==> src/rtl/player_id_enroller.sv <==
// player_id_enroller
//   Collects a 4-digit player ID from the digit switches/button, scans the
//   shared player-ID table (second RAM port) for a duplicate and for the
//   0xFFFF end-of-table sentinel, then appends the ID. The new sentinel is
//   written one slot down first, so a concurrent reader never runs past the
//   end of the table.
//
//   Optional build macro: ENROLL_VERIFY_EN -- re-reads slot+1 and slot after
//   both writes; any mismatch reports err_code 3 instead of success.
//
// Parameters
//   ADDR_W    table address width (depth = 2**ADDR_W)
//   READ_LAT  RAM read latency in cycles (>= 1)
// Ports
//   clk, rst            clock; synchronous active-low reset
//   enroll_req          start enrollment (IDLE only)
//   abort               cancel while digits are being entered
//   digit_in, digit_btn digit switches and single-cycle enter strobe
//   ram_rdata           table read data
//   ram_addr/wdata/we   registered table address, write data, write enable
//   busy                high whenever not idle
//   enroll_ok/err       one-cycle result pulses
//   err_code            0 dup, 1 reserved, 2 full, 3 corrupt/verify fail
//   new_player_addr     slot written by the last successful enrollment
module player_id_enroller #(
  parameter int ADDR_W   = 5,
  parameter int READ_LAT = 2
) (
  input  logic              clk,
  input  logic              rst,
  input  logic              enroll_req,
  input  logic              abort,
  input  logic [3:0]        digit_in,
  input  logic              digit_btn,
  input  logic [15:0]       ram_rdata,
  output logic [ADDR_W-1:0] ram_addr,
  output logic [15:0]       ram_wdata,
  output logic              ram_we,
  output logic              busy,
  output logic              enroll_ok,
  output logic              enroll_err,
  output logic [1:0]        err_code,
  output logic [ADDR_W-1:0] new_player_addr
);

  localparam int CNT_W = (READ_LAT > 1) ? $clog2(READ_LAT) : 1;
  localparam logic [CNT_W-1:0]  CNT_LAST  = CNT_W'(READ_LAT - 1);
  localparam logic [ADDR_W-1:0] LAST_ADDR = '1;
  localparam logic [15:0]       SENTINEL  = 16'hFFFF;
  localparam logic [15:0]       GUEST_ID  = 16'h8888;

  typedef enum logic [3:0] {
    S_IDLE,
    S_DIGIT1,
    S_DIGIT2,
    S_DIGIT3,
    S_DIGIT4,
    S_CAPT,
    S_WAIT,
    S_CHECK,
    S_WRITE_END,
    S_WRITE_ID,
`ifdef ENROLL_VERIFY_EN
    S_VWAIT_END,
    S_VCHK_END,
    S_VWAIT_ID,
    S_VCHK_ID,
`endif
    S_DONE,
    S_ERROR
  } state_t;

  state_t              state, stateNext;
  logic [15:0]         playerId, playerIdNext;
  logic [CNT_W-1:0]    cnt, cntNext;
  logic [ADDR_W-1:0]   slot, slotNext;
  logic [ADDR_W-1:0]   addrNext, npaNext;
  logic [15:0]         wdataNext;
  logic                weNext, okNext, errNext;
  logic [1:0]          codeNext;

  always_ff @(posedge clk) begin
    if (!rst) begin
      state           <= S_IDLE;
      playerId        <= '0;
      cnt             <= '0;
      slot            <= '0;
      ram_addr        <= '0;
      ram_wdata       <= '0;
      ram_we          <= 1'b0;
      enroll_ok       <= 1'b0;
      enroll_err      <= 1'b0;
      err_code        <= '0;
      new_player_addr <= '0;
    end else begin
      state           <= stateNext;
      playerId        <= playerIdNext;
      cnt             <= cntNext;
      slot            <= slotNext;
      ram_addr        <= addrNext;
      ram_wdata       <= wdataNext;
      ram_we          <= weNext;
      enroll_ok       <= okNext;
      enroll_err      <= errNext;
      err_code        <= codeNext;
      new_player_addr <= npaNext;
    end
  end

  // Registered outputs are computed for the state being entered, so each
  // pulse and write strobe lines up with its own state cycle.
  always_comb begin
    stateNext    = state;
    playerIdNext = playerId;
    cntNext      = cnt;
    slotNext     = slot;
    addrNext     = ram_addr;
    wdataNext    = ram_wdata;
    weNext       = 1'b0;
    okNext       = 1'b0;
    errNext      = 1'b0;
    codeNext     = err_code;
    npaNext      = new_player_addr;

    unique case (state)
      S_IDLE: begin
        if (enroll_req) begin
          stateNext = S_DIGIT1;
          codeNext  = 2'd0;
        end
      end
      S_DIGIT1: begin
        if (abort) stateNext = S_IDLE;
        else if (digit_btn) begin
          playerIdNext[15:12] = digit_in;
          stateNext           = S_DIGIT2;
        end
      end
      S_DIGIT2: begin
        if (abort) stateNext = S_IDLE;
        else if (digit_btn) begin
          playerIdNext[11:8] = digit_in;
          stateNext          = S_DIGIT3;
        end
      end
      S_DIGIT3: begin
        if (abort) stateNext = S_IDLE;
        else if (digit_btn) begin
          playerIdNext[7:4] = digit_in;
          stateNext         = S_DIGIT4;
        end
      end
      S_DIGIT4: begin
        if (abort) stateNext = S_IDLE;
        else if (digit_btn) begin
          playerIdNext[3:0] = digit_in;
          stateNext         = S_CAPT;
        end
      end
      S_CAPT: begin
        if (playerId == SENTINEL || playerId == GUEST_ID) begin
          stateNext = S_ERROR;
          errNext   = 1'b1;
          codeNext  = 2'd1;
        end else begin
          addrNext  = '0;
          cntNext   = '0;
          stateNext = S_WAIT;
        end
      end
      S_WAIT: begin
        if (cnt == CNT_LAST) stateNext = S_CHECK;
        else cntNext = cnt + CNT_W'(1);
      end
      S_CHECK: begin
        if (ram_rdata == playerId) begin
          stateNext = S_ERROR;
          errNext   = 1'b1;
          codeNext  = 2'd0;
        end else if (ram_rdata == SENTINEL) begin
          if (ram_addr == LAST_ADDR) begin
            stateNext = S_ERROR;
            errNext   = 1'b1;
            codeNext  = 2'd2;
          end else begin
            slotNext  = ram_addr;
            addrNext  = ram_addr + ADDR_W'(1);
            wdataNext = SENTINEL;
            weNext    = 1'b1;
            stateNext = S_WRITE_END;
          end
        end else if (ram_addr == LAST_ADDR) begin
          stateNext = S_ERROR;
          errNext   = 1'b1;
          codeNext  = 2'd3;
        end else begin
          addrNext  = ram_addr + ADDR_W'(1);
          cntNext   = '0;
          stateNext = S_WAIT;
        end
      end
      S_WRITE_END: begin
        addrNext  = slot;
        wdataNext = playerId;
        weNext    = 1'b1;
        stateNext = S_WRITE_ID;
      end
      S_WRITE_ID: begin
`ifdef ENROLL_VERIFY_EN
        addrNext  = slot + ADDR_W'(1);
        cntNext   = '0;
        stateNext = S_VWAIT_END;
`else
        okNext    = 1'b1;
        npaNext   = slot;
        stateNext = S_DONE;
`endif
      end
`ifdef ENROLL_VERIFY_EN
      S_VWAIT_END: begin
        if (cnt == CNT_LAST) stateNext = S_VCHK_END;
        else cntNext = cnt + CNT_W'(1);
      end
      S_VCHK_END: begin
        if (ram_rdata != SENTINEL) begin
          stateNext = S_ERROR;
          errNext   = 1'b1;
          codeNext  = 2'd3;
        end else begin
          addrNext  = slot;
          cntNext   = '0;
          stateNext = S_VWAIT_ID;
        end
      end
      S_VWAIT_ID: begin
        if (cnt == CNT_LAST) stateNext = S_VCHK_ID;
        else cntNext = cnt + CNT_W'(1);
      end
      S_VCHK_ID: begin
        if (ram_rdata != playerId) begin
          stateNext = S_ERROR;
          errNext   = 1'b1;
          codeNext  = 2'd3;
        end else begin
          okNext    = 1'b1;
          npaNext   = slot;
          stateNext = S_DONE;
        end
      end
`endif
      S_DONE:  stateNext = S_IDLE;
      S_ERROR: stateNext = S_IDLE;
      default: stateNext = S_IDLE;
    endcase
  end

  assign busy = (state != S_IDLE);

endmodule
==> config.mk <==
export PLATFORM = sky130hd
export DESIGN_NAME = player_id_enroller
export DESIGN_NICKNAME = d
export VERILOG_FILES = /design/src/rtl/player_id_enroller.sv
export SDC_FILE = /design/constraint.sdc
export NUM_CORES = 1
export LEC_CHECK = 0
export BUFFER_PORTS_ARGS = -buffer_cell sky130_fd_sc_hd__buf_2
export CAP_MARGIN = 15
export CELL_PAD_IN_SITES_DETAIL_PLACEMENT = 2
export CELL_PAD_IN_SITES_GLOBAL_PLACEMENT = 2
export CORE_MARGIN = 1.5
export CORE_UTILIZATION = 30
export DETAILED_ROUTE_END_ITERATION = 8
export PLACE_DENSITY_LB_ADDON = 0.1
export REMOVE_ABC_BUFFERS = 1
export SLEW_MARGIN = 20
export SYNTH_ARGS = -nofsm -noshare
export SYNTH_HDL_FRONTEND = slang
export SYNTH_SLANG_ARGS = --single-unit
==> constraint.sdc <==
create_clock -name clk -period 2.5 [get_ports clk]
set_input_delay 0.5 -clock clk [delete_from_list [all_inputs] [get_ports clk]]
set_output_delay 0.5 -clock clk [all_outputs]
set_load 0.03 [all_outputs]
; Word-level counts from Yosys, hierarchy flattened
; Index checks and enable logic that the tools add are counted.
; W data, S select, Z words.
[word_totals]
ff_bits = 57
latch_bits = 0
ram_bits = 0
rom_bits = 0
input_bits = 25
wordCells = 109
memories = 0
[classes]
add_sub_neg = 2
n_mul = 0
n_div = 0
order_cmp = 0
eq_ne = 27
shifts = 0
muxes = 46
bitwise_logic = 3
reduce_logical = 17
[ops]
columns = op, count
row1 = $mux W4, 14
row2 = $eq A16 B16 Y1 const B, 3
row3 = $mux W16, 3
row4 = $pmux W4 S10, 1
row5 = $pmux W16 S2, 1
row6 = $eq A16 B16 Y1, 1
row7 = $eq A4 B3 Y1 const B, 4
row8 = $ne A2 B2 Y1 const B, 8
row9 = $reduce_and A4 Y1, 4
row10 = $mux W5, 3
row11 = $ne A3 B3 Y1 const B, 5
row12 = $pmux W5 S3, 1
row13 = $mux W2, 7
row14 = $mux W1, 12
row15 = $reduce_and A3 Y1, 4
row16 = $reduce_bool A3 Y1, 3
row17 = $eq A4 B2 Y1 const B, 2
row18 = $eq A4 B4 Y1 const B, 2
row19 = $pmux W2 S3, 1
row20 = $reduce_and A6 Y1, 1
row21 = $add A5 B1 Y5 const B, 1
row22 = $eq A5 B5 Y1 const B, 1
row23 = $reduce_and A5 Y1, 1
row24 = $eq A4 B1 Y1 const B, 1
row25 = other kinds (8), 11

; Longest topological paths before layout
; Gate-level depths: netlist (run 1).
[depth]
ltp_word = 5
depth_mapped = 9
mapped_depth_nobuf = 7

; Worst setup path before layout (run 1)
; OpenSTA, ideal clock, no wires.
[synth_path]
kind = register -> register
from = register ram_addr[0]
to = register cnt
setup_time_ns = 0.072
arrival_time_ns = 2.189
t_required_ns = 2.428
setup_slack_ns = 0.239
path_stages_with_launch = 8
period_less_slack_ns = 2.261
cell_sequence = dfxtp_1 -> ha_1 -> and3_1 -> ha_1 -> a41oi_1 -> a211oi_4 -> nor4b_1 -> mux2i_1
[synth_via]
elab_chain_cells = 3
[synth_lines]
columns = item, line
row1 = start: declaration, 36  ; output logic [ADDR_W-1:0] ram_addr,
row2 = start signal: assignment, 100  ; ram_addr <= addrNext;
row3 = $eq A5 B5 Y1, 192  ; end else if (ram_addr == LAST_ADDR) begin
row4 = $ne A2 B2 Y1 (no line), n/a
row5 = $reduce_and A5 Y1 (no line), n/a
row6 = end signal: assignment, 98  ; cnt <= cntNext;
row7 = end: declaration, 75  ; logic [CNT_W-1:0] cnt, cntNext;
; No other way between the ends.
; A chain may end at the register's enable or synchronous reset.

; Final worst setup path (run 1)
[layout_path]
from = register playerId[6]
to = register ram_addr[2]
[layout_via]
elab_chain_cells = 4
[layout_lines]
columns = item, line
row1 = start: declaration, 74  ; logic [15:0] playerId, playerIdNext;
row2 = start signal: assignment, 97  ; playerId <= playerIdNext;
row3 = $eq A16 B16 Y1, 161  ; if (playerId == SENTINEL || playerId == GUEST_ID) begin
row4 = $logic_or A1 B1 Y1, 161
row5 = $ne A2 B2 Y1 (no line), n/a
row6 = $reduce_and A4 Y1 (no line) *, n/a
; Every way passes the cells marked *; elsewhere a longest branch is shown, timed or not.

==> results of run 1 <==
cells in the final DEF (no fill, tap or decap), types with 2 or more instances in the layout:
cell	count
nand3_1	5
o221a_1	5
inv_1	4
nor4b_1	2
ha_1	2
nand3b_1	2
or4_1	3
clkbuf_8	12
mux2i_1	28
nor4_4	2
buf_4	19
o21ai_0	27
o21a_1	2
buf_2	56
buf_12	2
nand4_1	9
nand4b_1	2
or2_2	2
nor2b_1	28
nor2_1	30
dfxtp_1	57
xor2_1	17
and3_1	3
nand2_1	14
nor3_1	16
nor4_1	5
a21oi_1	9
cell families (layout without fill, tap and decap cells):
family	Yosys count	in the layout	synth area share [%]
simple gates	130	130	26.4
flops	57	57	40.7
compound gates	56	56	13.2
mux	28	28	9.99
buf+inv	23	96	3.21
xor+xnor	18	18	5.62
fa+ha+maj	2	2	0.892
metal layers:
metal | routed length, µm | global-route usage [%]
met4 | 104 | 5.20
met2 | 3870 | 28.8
met1 | 4480 | 26.5
met3 | 242 | 4.92
met5 | 0 | 0
metrics by stage:
stage,worst slack [ns],power [mW],hold WS [ns],instances,area [µm²]
5_1_grt,0.0856,2.03,0.465,498,3520
2_1_floorplan,0.162,1.05,0.447,295,2730
3_5_place_dp,-0.0489,1.14,0.483,483,3330
4_1_cts,0.0949,1.96,0.455,498,3510
6_report,0.242,1.93,0.460,498,3520
3_3_place_gp,0.122,1.14,0.471,483,3330
area by class of cell:
type | instances | area, µm²
fillers | 1046 | 5630
multi-input cells | 234 | 1580
flip-flops and latches | 57 | 1140
repair buffers | 77 | 463
clock buffers | 13 | 169
well taps | 111 | 139
inverters | 4 | 15.0
clock inverters | 2 | 12.5
registers in the layout (all words and copies together), names as in the netlist:
| name | count |
|---|---|
| enroll_err | 1 |
| enroll_ok | 1 |
| slot | 5 |
| cnt | 1 |
| state | 4 |
| ram_addr | 5 |
| ram_wdata | 16 |
| new_player_addr | 5 |
| ram_we | 1 |
| playerId | 16 |
| err_code | 2 |
report_power, final:
part	leakage, nW	internal (mW)	total (mW)	switching [mW]
Combinational	0.990	0.0800	0.196	0.116
Clock	0.0915	0.434	0.807	0.373
Sequential	0.460	0.917	0.926	0.00899
timing repair:
action                     CTS  global route
setup endpoints to repair    0             7
buffers inserted             0             0
gates resized for setup      0             1
critical path: stages (launching register included):
cell	delay, ns
dfxtp_1	0.38
or4_4	0.57
nor4_4	0.35
nor3_2	0.11
a211oi_4	0.34
a21oi_2	0.12
o221a_1	0.27
final timing paths:
| kind | from | end | slack (ns) | depth (start not counted) |
|---|---|---|---|---|
| max | playerId[6] | ram_addr[2] | 0.24 | 6 |
| min reg2reg | err_code[1] | err_code[1] | 0.48 | 2 |
| max reg2reg | playerId[6] | ram_addr[2] | 0.24 | 6 |
| min | digit_in[1] | playerId[1] | 0.46 | 3 |
==> out/results.ini, run 1 <==
[floorplanning]
ios = 57
die_h_um = 99.7
rows = 35
die_w_um = 99.7
dieArea_um2 = 9940
initial_utilization_pct = 30.6
core_um2 = 9150

[cells_and_area]
antenna_cells = 0
fin_util_pct = 38.5
synthToLayoutAreaGrowth_pct = 25.5
layout.nets = 410
drive_above_1_share_pct = 26.4

[logic_synthesis]
yosys-top-cells-area = dfxtp_1, mux2i_1, nor2b_1
syn-cell-area_um2 = 2810
synth-seq-cells = 57
synth_edf_count = 0
synthFlopType = dfxtp_1
postSynthAreaPerCell_um2 = 8.93
async_flop_share_pct = 0
yosysWarnings = 0
synth_top_area_cell = dfxtp_1
synth_cell_type_count = 45
synth.most_common_cell = dfxtp_1
netlist_top_cells_count = dfxtp_1, nor2_1, mux2i_1, nor2b_1, o21ai_0
synth_top_area_share_pct = 40.7
seq_area_frac_synth_pct = 40.7
syn_inst = 314

[power_and_ir_drop]
power_density_nw_per_um2 = 548
ir_drop_mv = 0.220
p_leak_nw = 1.54

[clock_network]
cts_hold_buf = 0
clk_path_buf_depth = 2
cts_sinks = 57
clockRootBuffer = clkbuf_8
cts_buffers = 9
htree_num_levels = 3
insertion_delay_ns = 0.35
clkTransAtPathRegs_ns = 0.07
tritoncts = yes

[routing]
drt-initial-drc-count = 98
vias_per_cell = 5.09
dr.pass1.iters = 3
ant_nets = 0
wl_per_cell_um = 17.5
drt-total-wl_um = 8700
drc = 0
num_vias = 2536

[sta]
setup_violations = 0
finClkSkew_ns = 0.0113
max_slew_margin_pct = 64.4
post-route-min-period_ns = 2.26
worst_pin_slew_ns = 0.527
tns_ns = 0
finalHoldViolations = 0
fmax_mhz = 443
maxSlewViolCount = 0
rsz0062_at_grt = false
post-route-period-util_pct = 90.3

[grt]
grt_pass1_wl_um = 14400
grt_max_degree = 39
overflow = 0
grt_pass1_vias = 2695
antenna_found_initial = 0
grt_usage_pct = 18.9

[critical_path]
arrival_ns = 2.49
start_kind = flop
cp.required_ns = 2.73
crit_path_end_kind = flop
crit_path_max_fanout = 6
critPathKind = flop to flop

[hold_path]
min_path_type = primary input to flop

[placement]
io_buffer_count = 56
gp_congestion = 0.817
place_hpwl_um = 6530

[status]
status = finished, final reports clean

[flow_run]
cap_violations = 0

Power figures use the tool's default switching activity.
==> run 2, diff against run 1 <==
--- a/config.mk
+++ b/config.mk
@@ -7,8 +7,8 @@
 export LEC_CHECK = 0
 export BUFFER_PORTS_ARGS = -buffer_cell sky130_fd_sc_hd__buf_2
 export CAP_MARGIN = 15
-export CELL_PAD_IN_SITES_DETAIL_PLACEMENT = 2
-export CELL_PAD_IN_SITES_GLOBAL_PLACEMENT = 2
+export CELL_PAD_IN_SITES_DETAIL_PLACEMENT = 1
+export CELL_PAD_IN_SITES_GLOBAL_PLACEMENT = 1
 export CORE_MARGIN = 1.5
 export CORE_UTILIZATION = 30
 export DETAILED_ROUTE_END_ITERATION = 8
==> run 2 against run 1 <==
Compared with the run above: routed wire length decreased by 4.8%; critical path type unchanged; final area decreased by 0.14%; largest cell class unchanged; first-iteration DRC count decreased by 21%.
==> out/results.ini, run 2 (same netlist as run 1, synthesis figures left out) <==
[clock_network]
cts_setup_buffers = 0  ; unchanged
cts_resized = 0  ; unchanged
clk_path_buf_depth = 2  ; unchanged
cts_buffers = 9  ; unchanged
insertion_delay_ns = 0.34  ; was 0.35 ns
cts_hold_buf = 0  ; unchanged
htree_num_levels = 3  ; unchanged
clkTransAtPathRegs_ns = 0.07  ; about the same
tritoncts = yes  ; unchanged
cts_sinks = 57  ; unchanged
clockRootBuffer = clkbuf_8  ; unchanged

[critical_path]
crit_cells = 6  ; unchanged
cpPeakStageDelay_ns = 0.57  ; about the same
crit_chain = or4_4 -> nor4_4 -> nor3_2 -> a211oi_4 -> a21oi_2 -> o221a_1  ; unchanged
critPathSlowestCell = or4_4  ; unchanged
cp.required_ns = 2.72  ; was 2.73 ns
worst-path-buf-inv = 0  ; unchanged
start_kind = flop  ; unchanged
crit_path_end_kind = flop  ; unchanged
critPathKind = flop to flop  ; unchanged
arrival_ns = 2.47  ; was 2.49 ns
r2r.worst_path.cells = 6  ; unchanged
crit_path_max_fanout = 6  ; unchanged
crit_family = simple AND/OR/NAND/NOR gates  ; unchanged

[floorplanning]
core_um2 = 9150  ; unchanged
initial_utilization_pct = 30.6  ; unchanged
die_h_um = 99.7  ; unchanged
ios = 57  ; unchanged
dieArea_um2 = 9940  ; unchanged
die_w_um = 99.7  ; unchanged
rows = 35  ; unchanged

[routing]
vias_per_cell = 5.07  ; was 5.09
ant_nets = 0  ; unchanged
wl_per_cell_um = 16.6  ; was 17.5 µm
drt-initial-drc-count = 77  ; was 98
num_vias = 2534  ; was 2536
dr.pass1.iters = 4  ; was 3
drt-total-wl_um = 8280  ; was 8700 µm
drc = 0  ; unchanged

[status]
status = finished, final reports clean  ; unchanged

[sta]
finalHoldViolations = 0  ; unchanged
worst_pin_slew_ns = 0.513  ; was 0.527 ns
finClkSkew_ns = 0.0127  ; was 0.0113 ns
maxSlewViolCount = 0  ; unchanged
tns_ns = 0  ; unchanged
post-route-min-period_ns = 2.25  ; was 2.26 ns
max_slew_margin_pct = 65.3  ; was 64.4%
rsz0062_at_grt = false  ; unchanged
fmax_mhz = 444  ; was 443 MHz
setup_violations = 0  ; unchanged
post-route-period-util_pct = 90.2  ; was 90.3%

[grt]
overflow = 0  ; unchanged
grt_pass1_wl_um = 13400  ; was 14400 µm
grt_usage_pct = 17.5  ; was 18.9%
grt_max_degree = 30  ; was 39
grt_pass1_vias = 2578  ; was 2695
antenna_found_initial = 0  ; unchanged

[cells_and_area]
mostFrequentLayoutCell = dfxtp_1  ; unchanged
drive_above_1_share_pct = 26.0  ; was 26.4%
antenna_cells = 0  ; unchanged
fillerInstances = 1126  ; was 1046
layout.nets = 411  ; was 410
synthToLayoutAreaGrowth_pct = 25.3  ; was 25.5%
top_regs = playerId: 16 flops, ram_wdata: 16 flops  ; unchanged
layout_common_cells = dfxtp_1, buf_2, nor2_1  ; unchanged

[placement]
place_hpwl_um = 6150  ; was 6530 µm
gp_congestion = 0.815  ; was 0.817
io_buffer_count = 56  ; unchanged

[hold_path]
whs_path_depth = 3  ; unchanged
min_path_type = primary input to flop  ; unchanged

[power_and_ir_drop]
total_power_mw = 1.90  ; was 1.93 mW
p_leak_nw = 1.54  ; about the same
ir_drop_mv = 0.196  ; was 0.220 mV
power_density_nw_per_um2 = 541  ; was 548 nW/µm²

[flow_run]
cap_violations = 0  ; unchanged

[run 2: cell count changes in the layout (fill, tap and decap cells not counted), sizes merged]
cell,delta
buf,+1
clkbuf,+1
[run 2: worst paths after layout]
path / startpoint / endpoint / slack (ns)
worst min-delay path: digit_in[3] / playerId[3] / 0.48
worst max register to register: playerId[6] / ram_addr[0] / 0.25
worst min register to register: ram_wdata[0] / ram_wdata[0] / 0.48
worst max-delay path: playerId[6] / ram_addr[0] / 0.25
[run 2: cell type report]
class / instances / area, µm² / share of cell area [%]
Multi-Input combinational cell: 234 / 1570 / 44.8
Clock inverter: 2 / 12.5 / 0.356
Timing Repair Buffer: 78 / 470 / 13.4
Tap cell: 111 / 139 / 3.95
Sequential cell: 57 / 1140 / 32.5
Clock buffer: 14 / 163 / 4.63
Inverter: 4 / 15.0 / 0.427
[run 2: tightest hold or removal path: stages]
cell and delay [ns]:
buf_2 0.11, mux2i_1 0.07, nor2b_1 0.09
[run 2: metal layers]
| layer | track usage (%) | wire length [µm] | vias to the layer above |
|---|---|---|---|
| met1 | 24.0 | 4220 | 1215 |
| met4 | 5.85 | 119 | 0 |
| li1 | - | - | 1267 |
| met3 | 3.02 | 207 | 10 |
| met2 | 27.7 | 3730 | 42 |
| met5 | 0 | 0 | - |
[run 2: metrics by stage]
| step | utilization (%) | cell area (µm²) | cells | hold WS (ns) | worst slack [ns] |
|---|---|---|---|---|---|
| 2_1_floorplan | - | 2730 | 295 | 0.447 | 0.162 |
| 3_3_place_gp | 36.5 | 3340 | 484 | 0.467 | 0.171 |
| 3_5_place_dp | 36.5 | 3340 | 484 | 0.479 | 0.109 |
| 4_1_cts | 38.4 | 3510 | 500 | 0.468 | 0.235 |
| 5_1_grt | 38.4 | 3510 | 500 | 0.491 | 0.0761 |
| 6_report | 38.4 | 3510 | 500 | 0.478 | 0.246 |
[run 2: report_power, final]
group          leakage (nW)  internal (mW)  total, mW  switching, mW
logic                 0.996         0.0802      0.193          0.113
clock network        0.0867          0.414      0.783          0.369
registers             0.460          0.917      0.927        0.00960
total                  1.54           1.41       1.90          0.492
